--- config.mk ---
export PLATFORM = sky130hd
export DESIGN_NAME = xaui_link_sequencer
export DESIGN_NICKNAME = d
export VERILOG_FILES = /design/src/rtl/xaui_link_sequencer.sv
export SDC_FILE = /design/constraint.sdc
export NUM_CORES = 1
export LEC_CHECK = 0
export ABC_AREA = 1
export BUFFER_PORTS_ARGS = -buffer_cell sky130_fd_sc_hd__buf_2
export CORE_MARGIN = 2
export CORE_UTILIZATION = 45
export DETAILED_ROUTE_END_ITERATION = 7
export SKIP_LAST_GASP = 1
export SLEW_MARGIN = 5
export SYNTH_ARGS = -nofsm -noshare
export SYNTH_HDL_FRONTEND = slang
export SYNTH_SLANG_ARGS = --single-unit
export TNS_END_PERCENT = 10
--- constraint.sdc ---
create_clock -name xaui_clk -period 6.1 [get_ports xaui_clk]
set_clock_uncertainty 0.1 [all_clocks]
set_input_delay 0.61 -clock xaui_clk [delete_from_list [all_inputs] [get_ports xaui_clk]]
set_output_delay 0.61 -clock xaui_clk [all_outputs]
set_load 0.01 [all_outputs]
--- src/rtl/xaui_link_sequencer.sv ---
// XAUI link bring-up and recovery sequencer: orders MGT TX/RX resets, waits for
// lock, sync and alignment, then supervises the link and retries with exponential backoff.
module xaui_link_sequencer #(
    parameter int TX_RST_CYCLES = 16,
    parameter int RX_RST_CYCLES = 16,
    parameter int LOCK_TIMEOUT  = 2**20,
    parameter int SYNC_TIMEOUT  = 2**16,
    parameter int ALIGN_TIMEOUT = 2**12,
    parameter int DEBOUNCE      = 4,
    parameter int BACKOFF_BASE  = 256,
    parameter int MAX_EXP       = 8,
    parameter int TIMER_BITS    = 24
) (
    input  logic        xaui_clk,
    input  logic        reset_n,
    input  logic [3:0]  mgt_rxlock,
    input  logic [3:0]  mgt_rxbufferr,
    input  logic [7:0]  xaui_status,
    input  logic        force_resync,
    output logic        mgt_tx_reset,
    output logic        mgt_rx_reset,
    output logic        cfg_reset_status,
    output logic        link_up,
    output logic [2:0]  seq_state,
    output logic [15:0] resync_count,
    output logic        lock_timeout
);

    localparam int EXP_BITS = (MAX_EXP < 1) ? 1 : $clog2(MAX_EXP + 1);
    localparam int DEB_BITS = (DEBOUNCE < 2) ? 1 : $clog2(DEBOUNCE + 1);

    localparam logic [TIMER_BITS-1:0] TX_LOAD    = TIMER_BITS'(TX_RST_CYCLES - 1);
    localparam logic [TIMER_BITS-1:0] RX_LOAD    = TIMER_BITS'(RX_RST_CYCLES - 1);
    localparam logic [TIMER_BITS-1:0] LOCK_LOAD  = TIMER_BITS'(LOCK_TIMEOUT - 1);
    localparam logic [TIMER_BITS-1:0] SYNC_LOAD  = TIMER_BITS'(SYNC_TIMEOUT - 1);
    localparam logic [TIMER_BITS-1:0] ALIGN_LOAD = TIMER_BITS'(ALIGN_TIMEOUT - 1);
    localparam logic [DEB_BITS-1:0]   DEB_LAST   = DEB_BITS'(DEBOUNCE - 1);
    localparam logic [EXP_BITS-1:0]   EXP_MAX    = EXP_BITS'(MAX_EXP);

    typedef enum logic [2:0] {
        TX_RST     = 3'd0,
        WAIT_LOCK  = 3'd1,
        RX_RST     = 3'd2,
        WAIT_SYNC  = 3'd3,
        WAIT_ALIGN = 3'd4,
        LINK_UP    = 3'd5,
        BACKOFF    = 3'd6,
        ILLEGAL    = 3'd7
    } state_t;

    state_t                state_q, state_d;
    logic [TIMER_BITS-1:0] timer_q, timer_d, backoff_load;
    logic [EXP_BITS-1:0]   fail_exp_q, fail_exp_d;
    logic [DEB_BITS-1:0]   debounce_q, debounce_d;
    logic                  all_lock, lanes_sync, aligned, fault, expired;
    logic                  lock_to_set, clear_exp, entering;
    logic                  unused_status;

    assign all_lock      = &mgt_rxlock;
    assign lanes_sync    = (xaui_status[5:2] == 4'hF);
    assign aligned       = (xaui_status[6:2] == 5'h1F);
    assign fault         = !aligned || (|mgt_rxbufferr);
    assign expired       = (timer_q == '0);
    assign entering      = (state_d != state_q);
    assign backoff_load  = (TIMER_BITS'(BACKOFF_BASE) << fail_exp_q) - TIMER_BITS'(1);
    assign seq_state     = state_q;
    assign unused_status = ^{xaui_status[7], xaui_status[1:0]};

    // Lock loss beats force_resync, which beats debounce and timeouts.
    always_comb begin
        state_d     = state_q;
        lock_to_set = 1'b0;
        clear_exp   = 1'b0;
        case (state_q)
            TX_RST: begin
                if (expired) state_d = WAIT_LOCK;
            end
            WAIT_LOCK: begin
                if (all_lock) begin
                    state_d = RX_RST;
                end else if (expired) begin
                    state_d     = TX_RST;
                    lock_to_set = 1'b1;
                end
            end
            RX_RST: begin
                if (!all_lock)    state_d = TX_RST;
                else if (expired) state_d = WAIT_SYNC;
            end
            WAIT_SYNC: begin
                if (!all_lock)       state_d = TX_RST;
                else if (lanes_sync) state_d = WAIT_ALIGN;
                else if (expired)    state_d = BACKOFF;
            end
            WAIT_ALIGN: begin
                if (!all_lock) begin
                    state_d = TX_RST;
                end else if (aligned) begin
                    state_d   = LINK_UP;
                    clear_exp = 1'b1;
                end else if (!lanes_sync || expired) begin
                    state_d = BACKOFF;
                end
            end
            LINK_UP: begin
                if (!all_lock)                          state_d = TX_RST;
                else if (force_resync)                  state_d = RX_RST;
                else if (fault && debounce_q == DEB_LAST) state_d = RX_RST;
            end
            BACKOFF: begin
                if (!all_lock)    state_d = TX_RST;
                else if (expired) state_d = RX_RST;
            end
            default: state_d = TX_RST;
        endcase
    end

    always_comb begin
        timer_d = timer_q;
        if (entering) begin
            case (state_d)
                TX_RST:     timer_d = TX_LOAD;
                WAIT_LOCK:  timer_d = LOCK_LOAD;
                RX_RST:     timer_d = RX_LOAD;
                WAIT_SYNC:  timer_d = SYNC_LOAD;
                WAIT_ALIGN: timer_d = ALIGN_LOAD;
                BACKOFF:    timer_d = backoff_load;
                default:    timer_d = '0;
            endcase
        end else if (!expired) begin
            timer_d = timer_q - TIMER_BITS'(1);
        end
    end

    always_comb begin
        fail_exp_d = fail_exp_q;
        if (clear_exp)
            fail_exp_d = '0;
        else if (entering && state_d == BACKOFF && fail_exp_q != EXP_MAX)
            fail_exp_d = fail_exp_q + EXP_BITS'(1);
        // Only consecutive faulty cycles spent inside LINK_UP count.
        debounce_d = '0;
        if (state_q == LINK_UP && state_d == LINK_UP && fault)
            debounce_d = debounce_q + DEB_BITS'(1);
    end

    always_ff @(posedge xaui_clk or negedge reset_n) begin
        if (!reset_n) begin
            state_q          <= TX_RST;
            timer_q          <= TX_LOAD;
            fail_exp_q       <= '0;
            debounce_q       <= '0;
            resync_count     <= '0;
            lock_timeout     <= 1'b0;
            mgt_tx_reset     <= 1'b1;
            mgt_rx_reset     <= 1'b1;
            cfg_reset_status <= 1'b1;
            link_up          <= 1'b0;
        end else begin
            state_q    <= state_d;
            timer_q    <= timer_d;
            fail_exp_q <= fail_exp_d;
            debounce_q <= debounce_d;
            if (state_q == LINK_UP && state_d != LINK_UP && resync_count != 16'hFFFF)
                resync_count <= resync_count + 16'd1;
            if (lock_to_set)
                lock_timeout <= 1'b1;
            // Decoded from the next state so outputs move together with seq_state.
            mgt_tx_reset     <= (state_d == TX_RST);
            mgt_rx_reset     <= (state_d inside {TX_RST, WAIT_LOCK, RX_RST, BACKOFF});
            cfg_reset_status <= (state_d inside {TX_RST, RX_RST});
            link_up          <= (state_d == LINK_UP);
        end
    end

endmodule

==> impl_metrics.toml, run 1 <==
[place]
gp_congestion = 0.835
io_buffers = 39
dp.cells = 674
dpl.hpwl_um = 6440
placed_area_mm2 = 0.00434

[route]
drc = 0
routedWlPerCell_um = 12.3
dr_total_vias = 3402
firstDrtPassIters = 4
drt-initial-drc-count = 68
antenna_left = 0
vias_per_cell = 4.99
routed_wirelength_um = 8420

[global_route]
grt.overflow.total = 0
grt_max_degree = 56
grt_usage_pct = 18.4
grt_pass1_vias = 3353
antenna_found_initial = 0
grt_first_pass_wirelength_um = 15000

[sta]
fin_crit_sh_pct = 49.8
setup_tns_ns = 0
whs_ns = 0.304
grt_setup_unrepaired = "false"
worst_pin_slew_ns = 0.710
maxSlewViolCount = 0
setup_violations = 0
relSlewSlack_pct = 52.7
timing.final.crit_period_ns = 3.04
final_hold_viol_count = 0
max_freq_mhz = 329

[setup_path]
worstPathMaxFanout = 25
reg2reg_from = "timer_q[0]$_DFFE_PN1P_"
endpoint = "timer_q[1]$_DFFE_PN1P_"
reg2reg_to = "timer_q[1]$_DFFE_PN1P_"
end_kind = "flip-flop"
crit_arrival_ns = 3.19
startpoint = "timer_q[0]$_DFFE_PN1P_"
r2r_setup_slack_ns = 3.06
critical_path.startpoint_type = "flip-flop"
critPathRequiredTime_ns = 6.25
setup.worst_path.class = "reg -> reg"
rr_worst_depth = 16

[power]
ir_drop_v = 0.0000966
leakage_nw = 2.27
p_per_area_mw_per_mm2 = 261

[synthesis]
yosysSeqAreaShare_pct = 33.8
synth_fa_ha_area_share_pct = 3.36
synth_seq_cells = 55
synthTopCellsByArea = "dfrtp_1 (29%), nand2_1 (11%), nand3_1 (5.6%)"
synth_compound_area_share_pct = 7.92
synth_nets = 566
syn-instance-count = 536
synth_mux_area_share_pct = 0
syn_area_per_cell_um2 = 7.64
yosysTopAreaCell = "dfrtp_1"
async_flop_share_pct = 100
synth_top_cell_area_share_pct = 29.3
yosysWarnings = 0
synth_enable_flop_cells = 0
synthFlopType = "dfrtp_1"
synth-simple-area-share_pct = 36.7
synth.distinct_cells = 39
synth_top_family_by_area = "simple AND/OR/NAND/NOR gates"
synth-xor-area-share_pct = 9.42
syn_area_mm2 = 0.00409

[layout]
utilization_pct = 50.5
final_cell_mix = "nand2_1 (122), inv_1 (60), nor2_1 (58)"
diodes = 0
n_fill_cell = 922
final_common_cell = "nand2_1"
nNetsFinal = 603
fin_cells = 682
area_growth_pct = 8.16
design_area_mm2 = 0.00443
drive_gt1_share_pct = 23.5

[clocking]
cts_buffers = 5
clk_path_buf_depth = 2
clk_latency_ns = 0.32
cts_resized = 0
cts.sinks = 55
path_clk_slew_ns = 0.11
ctsHoldBuffers = 0
postCtsSetupRepairBufs = 0
cts_root_buf = "clkbuf_8"
htreeDepth = 2
cts_tree = "done"

[floorplan]
dieArea_mm2 = 0.00987
chipHeight_um = 99.4
coreArea_mm2 = 0.00876
die_w_um = 99.4
rows = 34
initial_core_util_pct = 46.7
io_pins = 43

[hold_path]
hp-class = "in -> async"

[status]
status = "finished clean"

[run]
drv_cap = 0
## power breakdown
group	switching (mW)	internal (mW)	total, mW
combinational	0.240	0.181	0.422
sequential	0.0751	0.446	0.521
clock	0.129	0.0837	0.213
total	0.444	0.711	1.16
## synth_stat cells (2+ instances only)
master,count
nor4_1,4
nand2_4,6
o211ai_1,3
buf_6,3
inv_2,6
o21ai_0,13
nor2_8,2
a21oi_2,21
nand2_2,22
nor2_4,3
nor3_4,2
ha_1,11
xnor2_1,18
nor3_1,10
inv_1,60
dfrtp_1,48
o21ai_1,4
a21oi_1,5
nand2_1,122
nand4_1,5
nand3_4,2
nand3_1,46
clkbuf_1,2
dfstp_2,7
nand3_2,7
xor2_1,26
nor2_2,8
buf_2,2
nor2_1,58
## sequential cells by signal (all words and copies together) (netlist names)
name	flops
fail_exp_q	4
timer_q	24
seq_state	3
debounce_q	3
mgt_rx_reset	1
mgt_tx_reset	1
lock_timeout	1
resync_count	16
cfg_reset_status	1
link_up	1
## area by class of cell
cell class | instances | area, um2 | area share (%)
multi-input combinational | 402 | 2350 | 53.0
sequential | 55 | 1390 | 31.3
inverter | 69 | 267 | 6.02
timing repair buffer | 40 | 203 | 4.58
tap | 108 | 135 | 3.05
clock buffer | 6 | 72.6 | 1.64
clock inverter | 2 | 17.5 | 0.396
## worst min path at each step
stage,to,slack (ns),cells after the start
after global placement,debounce_q[0]$_DFF_PN0_,0.32,1
after CTS,resync_count[2]$_DFFE_PN0P_,0.34,2
after floorplan,debounce_q[0]$_DFF_PN0_,0.21,0
after detailed placement,debounce_q[0]$_DFF_PN0_,0.33,1
after global routing,debounce_q[0]$_DFF_PN0_,0.37,1
final,resync_count[2]$_DFFE_PN0P_,0.30,2
## worst max-delay path: stages, from the launching register on
cell,delay [ns]
dfstp_2,0.58
inv_1,0.07
ha_1,0.27
nand2_4,0.16
nor2_8,0.06
nand3_4,0.16
nand3_1,0.10
nand2_1,0.13
clkinv_1,0.11
nand2_4,0.14
nand2_1,0.08
nand2_2,0.09
nand2_4,0.20
nor2_8,0.47
inv_1,0.11
nand2_1,0.09
nand2_1,0.05
## per-stage QoR
| stage | setup slack, ns | total power, mW |
|---|---|---|
| after global placement | 3.03 | 0.944 |
| after global routing | 2.79 | 1.25 |
| final | 3.06 | 1.16 |
| after CTS | 3.03 | 1.17 |
| after floorplan | 3.69 | 0.870 |
| after detailed placement | 2.99 | 0.949 |
## cells by family (layout without fill, tap and decap cells)
group	count (synthesis)	after routing
AO/OA/AOI/OAI	47	47
XOR/XNOR	44	44
adder cells (fa/ha/maj)	11	11
buffers and inverters	79	117
flip-flops	55	55
AND/OR/NAND/NOR	300	300
## layer usage
| metal | vias to the layer above | GRT usage [%] | part of all wire [%] |
|---|---|---|---|
| li1 | 1762 | - | - |
| met1 | 1593 | 24.4 | 48 |
| met2 | 38 | 31.8 | 48 |
| met3 | 9 | 2.39 | 2.2 |
| met4 | 0 | 4.74 | 1.2 |
| met5 | - | 0 | 0 |
(Power assumes the default switching activity.)
==> run 2: changes to the inputs <==
- clock period: 6.1 -> 3.1 ns (I/O delays scaled with it)
==> run 2 against run 1 <==
Utilization increased by 0.80 points; clock power grew 110%; via count grew 0.59%; count of clock-buffer cells in the layout unchanged; routed wire length rose by 4.2%; maximum frequency is 5.5% higher; global-route usage grew 0.55 points; sequential cell count stayed put; combinational power increased by 97%; critical path depth decreased by 1; non-clock buffer count increased by 6; first-iteration DRC count grew 63%; critical path type unchanged; largest cell class unchanged.
==> impl_metrics.toml, run 2 (synthesis gave the netlist of run 1 again) <==
[setup_path]
cp_slowest_cell = "dfstp_2"
crit_arrival_ns = 2.98
reg2reg_from = "timer_q[0]$_DFFE_PN1P_"
critical_path.startpoint_type = "flip-flop"
critPathMostFrequentCell = "nand2_4"
startpoint = "timer_q[0]$_DFFE_PN1P_"
worstPathCellList = "inv_1 > ha_1 > nand2_4 > nor2_8 > nand3_4 > nand3_1 > nand2_1 > clkinv_1 > nand2_4 > nand2_1 > nand2_2 > nand2_4 > nor2_8 > buf_12 > a21oi_1"
worstPathMaxFanout = 13
setup.worst_path.class = "reg -> reg"
crit_path_max_incr_delay_ns = 0.59
critPathRequiredTime_ns = 3.20
end_kind = "flip-flop"

[sta]
fin_crit_sh_pct = 92.9
maxSlewViolCount = 0
timing.final.crit_period_ns = 2.88
setup_tns_ns = 0
grt_setup_unrepaired = "false"
max_freq_mhz = 347
final_hold_viol_count = 0
relSlewSlack_pct = 63.6
worst_pin_slew_ns = 0.541
whs_ns = 0.292
setup_violations = 0

[power]
ir_drop_v = 0.000282
p_int_mw = 1.42
netSwitchingPower_uw = 877
leakage_nw = 2.31
p_per_area_mw_per_mm2 = 512
pwr-share-seq_pct = 44.8
combPwrFrac_pct = 36.1
p_sw_share_pct = 38.1
clockPowerShare_pct = 19.1

[place]
io_buffers = 39
dpl.hpwl_um = 6880
gp_congestion = 0.859

[layout]
final_cell_mix = "nand2_1 (122), inv_1 (60), nor2_1 (58)"
diodes = 0
reg_top3 = "timer_q (24), resync_count (16), fail_exp_q (4)"
area_growth_pct = 9.87
drive_gt1_share_pct = 24.3
largest_reg_flops = 24
nNetsFinal = 609
utilization_pct = 51.3
regMostFlops = "timer_q"
final_common_cell = "nand2_1"

[clocking]
path_clk_slew_ns = 0.11
cts_root_buf = "clkbuf_8"
cts.sinks = 55
postCtsSetupRepairBufs = 0
cts_buffers = 5
clk_path_buf_depth = 2
clk_latency_ns = 0.32
cts_resized = 0
ctsHoldBuffers = 1
htreeDepth = 2
cts_tree = "done"

[global_route]
top_usage_layer = "met2"
grt.overflow.total = 0
use_met2_pct = 32.3
met3_usage_pct = 2.74
grt_first_pass_wirelength_um = 15500
grt_pass1_vias = 3404
grtUsageMet1_pct = 25.2
grt_max_degree = 35
antenna_found_initial = 0
grt_usage_pct = 19.0

[hold_path]
hp-class = "in -> reg"
worstHoldStart = "xaui_status[6]"

[run]
drv_cap = 0

[route]
dr_total_vias = 3422
vias_per_cell = 4.97
drt-initial-drc-count = 111
routedWlPerCell_um = 12.8
routed_wirelength_um = 8770
firstDrtPassIters = 4
antenna_left = 0
drc = 0

[floorplan]
io_pins = 43
coreArea_mm2 = 0.00876
dieArea_mm2 = 0.00987
chipHeight_um = 99.4
die_w_um = 99.4
rows = 34
initial_core_util_pct = 46.7

[status]
status = "finished clean"
[run 2: cell count changes in the layout (fill, tap and decap cells not counted)]
cell           previous run  this run
buf_12                    0         1
buf_4                     1         5
clkbuf_1                  1         0
clkbuf_8                  5         6
clkinv_4                  2         1
dlygate4sd3_1             0         1
inv_6                     1         2
[run 2: final timing paths]
check	depth (start not counted)	slack, ns	end
max	15	0.22	timer_q[23]$_DFFE_PN0P_
min	4	0.29	debounce_q[1]$_DFF_PN0_
max reg2reg	15	0.22	timer_q[23]$_DFFE_PN0P_
min reg2reg	1	0.34	debounce_q[0]$_DFF_PN0_
max in group asynchronous	3	1.65	timer_q[0]$_DFFE_PN1P_
min in group asynchronous	2	0.38	resync_count[0]$_DFFE_PN0P_
[run 2: layer usage]
layer / up-vias / share of wire, %
li1: 1785 / -
met1: 1588 / 49
met2: 39 / 48
met3: 10 / 2.2
met4: 0 / 1.4
met5: - / 0
[run 2: cell type report]
type,instances,area (um2)
Clock inverter,2,17.5
Fill cell,886,4270
Timing Repair Buffer,46,263
Clock buffer,6,82.6
Multi-Input combinational cell,402,2350
Inverter,69,267
Sequential cell,55,1390
Tap cell,108,135
[run 2: critical path: cells and delay by family, from the launching register on]
family | cells | cell delay, ns
buf+inv | 3 | 0.38
compound gates | 1 | 0.05
flops | 1 | 0.59
simple gates | 10 | 1.38
fa+ha+maj | 1 | 0.27
[run 2: through the flow]
| step | cells | setup WS, ns | total power, mW | area, um2 |
|---|---|---|---|---|
| global route | 688 | 0.0183 | 2.48 | 4500 |
| CTS | 688 | 0.200 | 2.32 | 4500 |
| floorplan | 536 | 0.693 | 1.71 | 4090 |
| global placement | 679 | 0.295 | 1.85 | 4390 |
| finish | 688 | 0.219 | 2.30 | 4500 |
| detailed placement | 679 | 0.232 | 1.87 | 4390 |
[run 2: power by group through the flow]
stage	Clock [mW]	Sequential (mW)	Combinational, mW
floorplan	0	1.00	0.708
global placement	0	1.04	0.816
detailed placement	0	1.04	0.829
CTS	0.453	1.03	0.839
global route	0.486	1.05	0.948
finish	0.440	1.03	0.831
